[src/rtl/tlv5618_pkg.sv]
// Shared constants for the TLV5618 serial frame receiver: register-select codes,
// frame length, field bit positions and FSM state encoding.
package tlv5618_pkg;

  localparam logic [1:0] R_WR_B_BUF   = 2'b00;
  localparam logic [1:0] R_WR_BUF     = 2'b01;
  localparam logic [1:0] R_WR_A_UPD_B = 2'b10;
  localparam logic [1:0] R_RSVD       = 2'b11;

  localparam int FRAME_BITS = 16;

  localparam int BIT_R1    = 15;
  localparam int BIT_SPD   = 14;
  localparam int BIT_PWR   = 13;
  localparam int BIT_R0    = 12;
  localparam int BIT_D_MSB = 11;

  typedef enum logic [1:0] {
    ST_IDLE,
    ST_SHIFT,
    ST_DECODE
  } state_t;

endpackage

[src/rtl/tlv5618_frame_rx_sync_edge_det.sv]
// Multi-flop synchroniser for one asynchronous input, followed by a history flop
// so the level and its rise/fall strobes are all aligned to the same clk cycle.
module sync_edge_det #(
  parameter int   STAGES = 2,
  parameter logic INIT   = 1'b0
) (
  input  logic clk,
  input  logic rst_n,
  input  logic i_async,
  output logic o_level,
  output logic o_rise,
  output logic o_fall
);

  logic [STAGES-1:0] r_sync;
  logic              r_hist;

  // INIT lets an idle-high line (cs) come out of reset without a fake edge.
  always_ff @(posedge clk or negedge rst_n) begin
    if (!rst_n) begin
      r_sync <= {STAGES{INIT}};
      r_hist <= INIT;
    end else begin
      r_sync <= {r_sync[STAGES-2:0], i_async};
      r_hist <= r_sync[STAGES-1];
    end
  end

  assign o_level = r_sync[STAGES-1];
  assign o_rise  = ~r_hist &  r_sync[STAGES-1];
  assign o_fall  =  r_hist & ~r_sync[STAGES-1];

endmodule

[src/rtl/tlv5618_frame_rx.sv]
// TLV5618 3-wire frame receiver: oversamples cs/sclk/din, deserialises MSB-first
// frames and mirrors the DAC A, DAC B and double-buffer registers.
module tlv5618_frame_rx #(
  parameter int SYNC_STAGES = 2,
  parameter int FRAME_BITS  = tlv5618_pkg::FRAME_BITS,
  parameter int DATA_W      = 12
) (
  input  logic              clk,
  input  logic              rst_n,
  input  logic              tlv_sclk,
  input  logic              tlv_din,
  input  logic              tlv_cs,
  output logic [DATA_W-1:0] dac_a,
  output logic [DATA_W-1:0] dac_b,
  output logic [DATA_W-1:0] buf_q,
  output logic              speed,
  output logic              pwr_down,
  output logic [15:0]       frame_word,
  output logic              frame_valid,
  output logic              frame_err
);
  import tlv5618_pkg::*;

  logic w_sclk_fall, w_cs_level, w_cs_rise, w_cs_fall, w_din_s;
  logic w_unused_sclk_level, w_unused_sclk_rise, w_unused_din_rise, w_unused_din_fall;

  sync_edge_det #(.STAGES(SYNC_STAGES), .INIT(1'b0)) u_sync_sclk (
    .clk(clk), .rst_n(rst_n), .i_async(tlv_sclk),
    .o_level(w_unused_sclk_level), .o_rise(w_unused_sclk_rise), .o_fall(w_sclk_fall)
  );

  sync_edge_det #(.STAGES(SYNC_STAGES), .INIT(1'b1)) u_sync_cs (
    .clk(clk), .rst_n(rst_n), .i_async(tlv_cs),
    .o_level(w_cs_level), .o_rise(w_cs_rise), .o_fall(w_cs_fall)
  );

  sync_edge_det #(.STAGES(SYNC_STAGES), .INIT(1'b0)) u_sync_din (
    .clk(clk), .rst_n(rst_n), .i_async(tlv_din),
    .o_level(w_din_s), .o_rise(w_unused_din_rise), .o_fall(w_unused_din_fall)
  );

  state_t            r_state, w_next;
  logic [15:0]       r_sr;
  logic [4:0]        r_bit_cnt;
  logic [DATA_W-1:0] r_dac_a, r_dac_b, r_buf_q;
  logic              r_speed, r_pwr_down, r_frame_valid, r_frame_err;
  logic [15:0]       r_frame_word;
  logic [1:0]        w_rsel;

  assign w_rsel = {r_sr[BIT_R1], r_sr[BIT_R0]};

  always_ff @(posedge clk or negedge rst_n) begin
    if (!rst_n) r_state <= ST_IDLE;
    else        r_state <= w_next;
  end

  always_comb begin
    w_next = r_state;
    case (r_state)
      ST_IDLE:   if (w_cs_fall) w_next = ST_SHIFT;
      ST_SHIFT:  if (w_cs_rise) w_next = ST_DECODE;
      ST_DECODE: w_next = ST_IDLE;
      default:   w_next = ST_IDLE;
    endcase
  end

  // The bit counter saturates so an overlong frame can never wrap back to a valid count.
  always_ff @(posedge clk or negedge rst_n) begin
    if (!rst_n) begin
      r_sr          <= '0;
      r_bit_cnt     <= '0;
      r_dac_a       <= '0;
      r_dac_b       <= '0;
      r_buf_q       <= '0;
      r_speed       <= 1'b0;
      r_pwr_down    <= 1'b0;
      r_frame_word  <= '0;
      r_frame_valid <= 1'b0;
      r_frame_err   <= 1'b0;
    end else begin
      r_frame_valid <= 1'b0;
      r_frame_err   <= 1'b0;
      case (r_state)
        ST_IDLE: begin
          if (w_cs_fall) begin
            r_sr      <= '0;
            r_bit_cnt <= '0;
          end
        end
        ST_SHIFT: begin
          if (w_sclk_fall && !w_cs_level) begin
            r_sr      <= {r_sr[14:0], w_din_s};
            r_bit_cnt <= (r_bit_cnt == 5'd31) ? 5'd31 : r_bit_cnt + 5'd1;
          end
        end
        ST_DECODE: begin
          if (r_bit_cnt != 5'(FRAME_BITS)) begin
            r_frame_err <= 1'b1;
          end else begin
            r_frame_word <= r_sr;
            if (w_rsel == R_RSVD) begin
              r_frame_err <= 1'b1;
            end else begin
              r_speed       <= r_sr[BIT_SPD];
              r_pwr_down    <= r_sr[BIT_PWR];
              r_frame_valid <= 1'b1;
              case (w_rsel)
                R_WR_B_BUF: begin
                  r_dac_b <= r_sr[DATA_W-1:0];
                  r_buf_q <= r_sr[DATA_W-1:0];
                end
                R_WR_BUF: r_buf_q <= r_sr[DATA_W-1:0];
                R_WR_A_UPD_B: begin
                  r_dac_a <= r_sr[DATA_W-1:0];
                  r_dac_b <= r_buf_q;
                end
                default: ;
              endcase
            end
          end
        end
        default: ;
      endcase
    end
  end

  assign dac_a       = r_dac_a;
  assign dac_b       = r_dac_b;
  assign buf_q       = r_buf_q;
  assign speed       = r_speed;
  assign pwr_down    = r_pwr_down;
  assign frame_word  = r_frame_word;
  assign frame_valid = r_frame_valid;
  assign frame_err   = r_frame_err;

endmodule
[config.mk]
export PLATFORM = sky130hd
export DESIGN_NAME = tlv5618_frame_rx
export DESIGN_NICKNAME = d
export VERILOG_FILES = /design/src/rtl/tlv5618_pkg.sv /design/src/rtl/tlv5618_frame_rx_sync_edge_det.sv /design/src/rtl/tlv5618_frame_rx.sv
export SDC_FILE = /design/constraint.sdc
export NUM_CORES = 1
export LEC_CHECK = 0
export CAP_MARGIN = 20
export CORE_UTILIZATION = 52
export DETAILED_ROUTE_END_ITERATION = 10
export HOLD_SLACK_MARGIN = 0.1
export PLACE_DENSITY = 0.79
export SLEW_MARGIN = 10
export SYNTH_ARGS = -nofsm -noshare
export SYNTH_HDL_FRONTEND = slang
export SYNTH_SLANG_ARGS = --single-unit
[constraint.sdc]
create_clock -name clk -period 2.5 [get_ports clk]
set_clock_uncertainty 0.15 [all_clocks]
set_input_delay 0.625 -clock clk [delete_from_list [all_inputs] [get_ports clk]]
set_output_delay 0.625 -clock clk [all_outputs]
set_load 0.05 [all_outputs]
==> reports/qor.yml <==
synth_area_mm2: 0.00352
syn_area_per_cell_um2: 14.5
place_area_mm2: 0.00421
path_clk_slew_ps: 80
first_pass_iters: 9
worstMarginPinSlew_ps: 888
ioPinCount: 61
p_per_area_mw_per_mm2: 610
grt_use_total: 0.226
cp_num_buf_inv: 1
num-nets-final: 319
start_kind: "flop"
core_area_mm2: 0.00646
ys_async_sr_fraction: 1.00
synth_edf_count: 0
maxSlewHeadroom: 0.408
finalInstanceArea_mm2: 0.00446
vias: 2279
initial_core_util: 0.546
layout_min_cycle_time_ps: 2350
grt_pass1_wl_mm: 12.0
overflow: 0
min_path_type: "reg2reg"
final_common_cell: "dfrtp_1"
hold_end: "u_sync_cs.r_sync[1]"
p_leak_nw: 2.08
ir_drop_mv: 0.422
violations: "DRC"
hold_violations: 0
ys_seq_area_frac: 0.619
synthesis.nets: 250
fmax_ghz: 0.425
crit-reg2reg-launch: "r_bit_cnt[0]"
synthDistinctLibCells: 39
antenna_left: 0
cts_tree: "done"
period_share: 0.942
wl_mm: 7.10
rsz0062_at_grt: "no"
cts.path.max_buffers: 2
ctsHtreeMaxLevel: 3
die_area_mm2: 0.00711
yosys_warnings: 0
grt_antenna_before_repair: 0
viasPerCell: 5.78
die-height_um: 84.3
ctsResizeCount: 0
clock-sinks: 87
critical-path-top-delay-family: "buffers and inverters"
report.final.slew_viol_count: 0
critPathKind: "reg2out"
final.setup.tns_ps: 0
worstSkewPairLatency_ps: 350
synthCells: 243
portBuffers: 60
r2r_end: "frame_word[9]"
grt_pass1_vias: 2345
final_cell_mix: "dfrtp_1 (84), clkdlybuf4s50_1 (59), mux2_2 (31)"
grt_max_degree: 49
antenna_cells: 0
dp_hpwl_mm: 4.64
cts_made_buffers: 9
critPathArrivalTime_ps: 1580
die_w_um: 84.3
r2r_cells: 6
finalHoldWorstSlack_ps: 210
setup_viol: 0
drv_cap: 0
syn_to_final_growth_pct: 26.5
drive_above_1_share: 0.246
cp.required_ps: 1730
rrSetupSlack_ps: 450
power_w: 0.00272
post-cts-setup-buffer-count: 0
slowest_stage: "clkdlybuf4s50_1"
drc: 5
ys_ff_latch: 87
crit_chain: "clkdlybuf4s50_1"
endpoint_kind: "primary output"
hold_start: "u_sync_cs.r_sync[0]"
place.gp.congestion: 0.830
fp-row-count: 29
synth_flop_cell: "dfrtp_1"
outcome: "complete, but fails checks"
crit_fanout: 2
critPathMaxStageDelay_ps: 820
hold_depth: 0
cts_hold_buf: 1
instances_no_fill: 394
drt_iter0_markers: 123
post_drt_wl_per_cell_um: 18.0
root_buffer: "clkbuf_8"
dp.cells: 377
worst max path at each step:
stage / cells after the start / start / endpoint / slack [ps]
after floorplan: 7 / r_bit_cnt[0] / dac_a[10] / 700
after global placement: 1 / buf_q[3] / buf_q[3] / 550
after detailed placement: 6 / r_bit_cnt[0] / frame_word[9] / 510
after CTS: 1 / buf_q[3] / buf_q[3] / 120
after global routing: 1 / buf_q[1] / buf_q[1] / 90
final: 1 / dac_b[0] / dac_b[0] / 150
layer usage:
metal	vias to the layer above	routed length, um	global-route usage
met4	0	129	0.0987
met2	63	3530	0.365
met1	1164	3160	0.294
met5	-	0	0
met3	11	281	0.0531
li1	1041	-	-
power by group:
part           total (W)  internal, W  switching, W
Sequential       0.00146      0.00143     0.0000284
Combinational   0.000120    0.0000443     0.0000753
Clock            0.00114     0.000662      0.000478
stage by stage:
stage,worst slack [ps],utilization
after floorplan,702,-
after global placement,545,0.652
after detailed placement,509,0.652
after CTS,118,0.690
after global routing,90.7,0.690
final,145,0.690
Yosys cell counts, types with 2 or more instances:
| cell | n | share of area |
|---|---|---|
| inv_1 | 5 | 0.0053 |
| dfstp_2 | 3 | 0.022 |
| nor2b_1 | 2 | 0.0036 |
| mux2i_1 | 12 | 0.034 |
| clkbuf_2 | 2 | 0.0028 |
| a21oi_1 | 18 | 0.026 |
| nand2_1 | 3 | 0.0032 |
| mux2_4 | 10 | 0.043 |
| mux2_2 | 31 | 0.099 |
| buf_6 | 5 | 0.016 |
| a22o_1 | 18 | 0.045 |
| nand3_1 | 2 | 0.0028 |
| dfrtp_1 | 84 | 0.60 |
| buf_4 | 2 | 0.0043 |
| ha_1 | 2 | 0.0071 |
| buf_2 | 5 | 0.0071 |
| and2_1 | 2 | 0.0036 |
| nand2b_1 | 2 | 0.0036 |
| a31oi_1 | 13 | 0.023 |
| o21ai_0 | 3 | 0.0043 |
flip-flops by register name, summed over array words and instances, names as in the netlist:
| register | flops |
|---|---|
| pwr_down | 1 |
| u_sync_cs.r_hist | 1 |
| r_bit_cnt | 5 |
| u_sync_sclk.r_hist | 1 |
| r_state | 2 |
| r_sr | 16 |
| dac_a | 12 |
| frame_err | 1 |
| frame_word | 16 |
| frame_valid | 1 |
| u_sync_din.r_sync | 2 |
| speed | 1 |
| u_sync_cs.r_sync | 2 |
| u_sync_sclk.r_sync | 2 |
| dac_b | 12 |
| buf_q | 12 |
cell type report:
type | count | area (um2)
clock buffer | 10 | 128
clock inverter | 6 | 109
fill | 463 | 2000
inverter | 5 | 18.8
multi-input combinational | 136 | 1210
sequential | 87 | 2180
tap | 77 | 96.3
timing repair buffer | 73 | 711
cells by family (layout without fill, tap and decap cells):
group,Yosys count,in the layout,share of synthesized area
AOI/OAI and AO/OA,58,58,0.112
adders and majority gates,2,2,0.00710
buffers and inverters,20,94,0.0366
DFF,87,87,0.619
muxes,53,53,0.176
and+or+nand+nor,23,23,0.0494
Note: power is estimated with default switching activity, not from simulation.
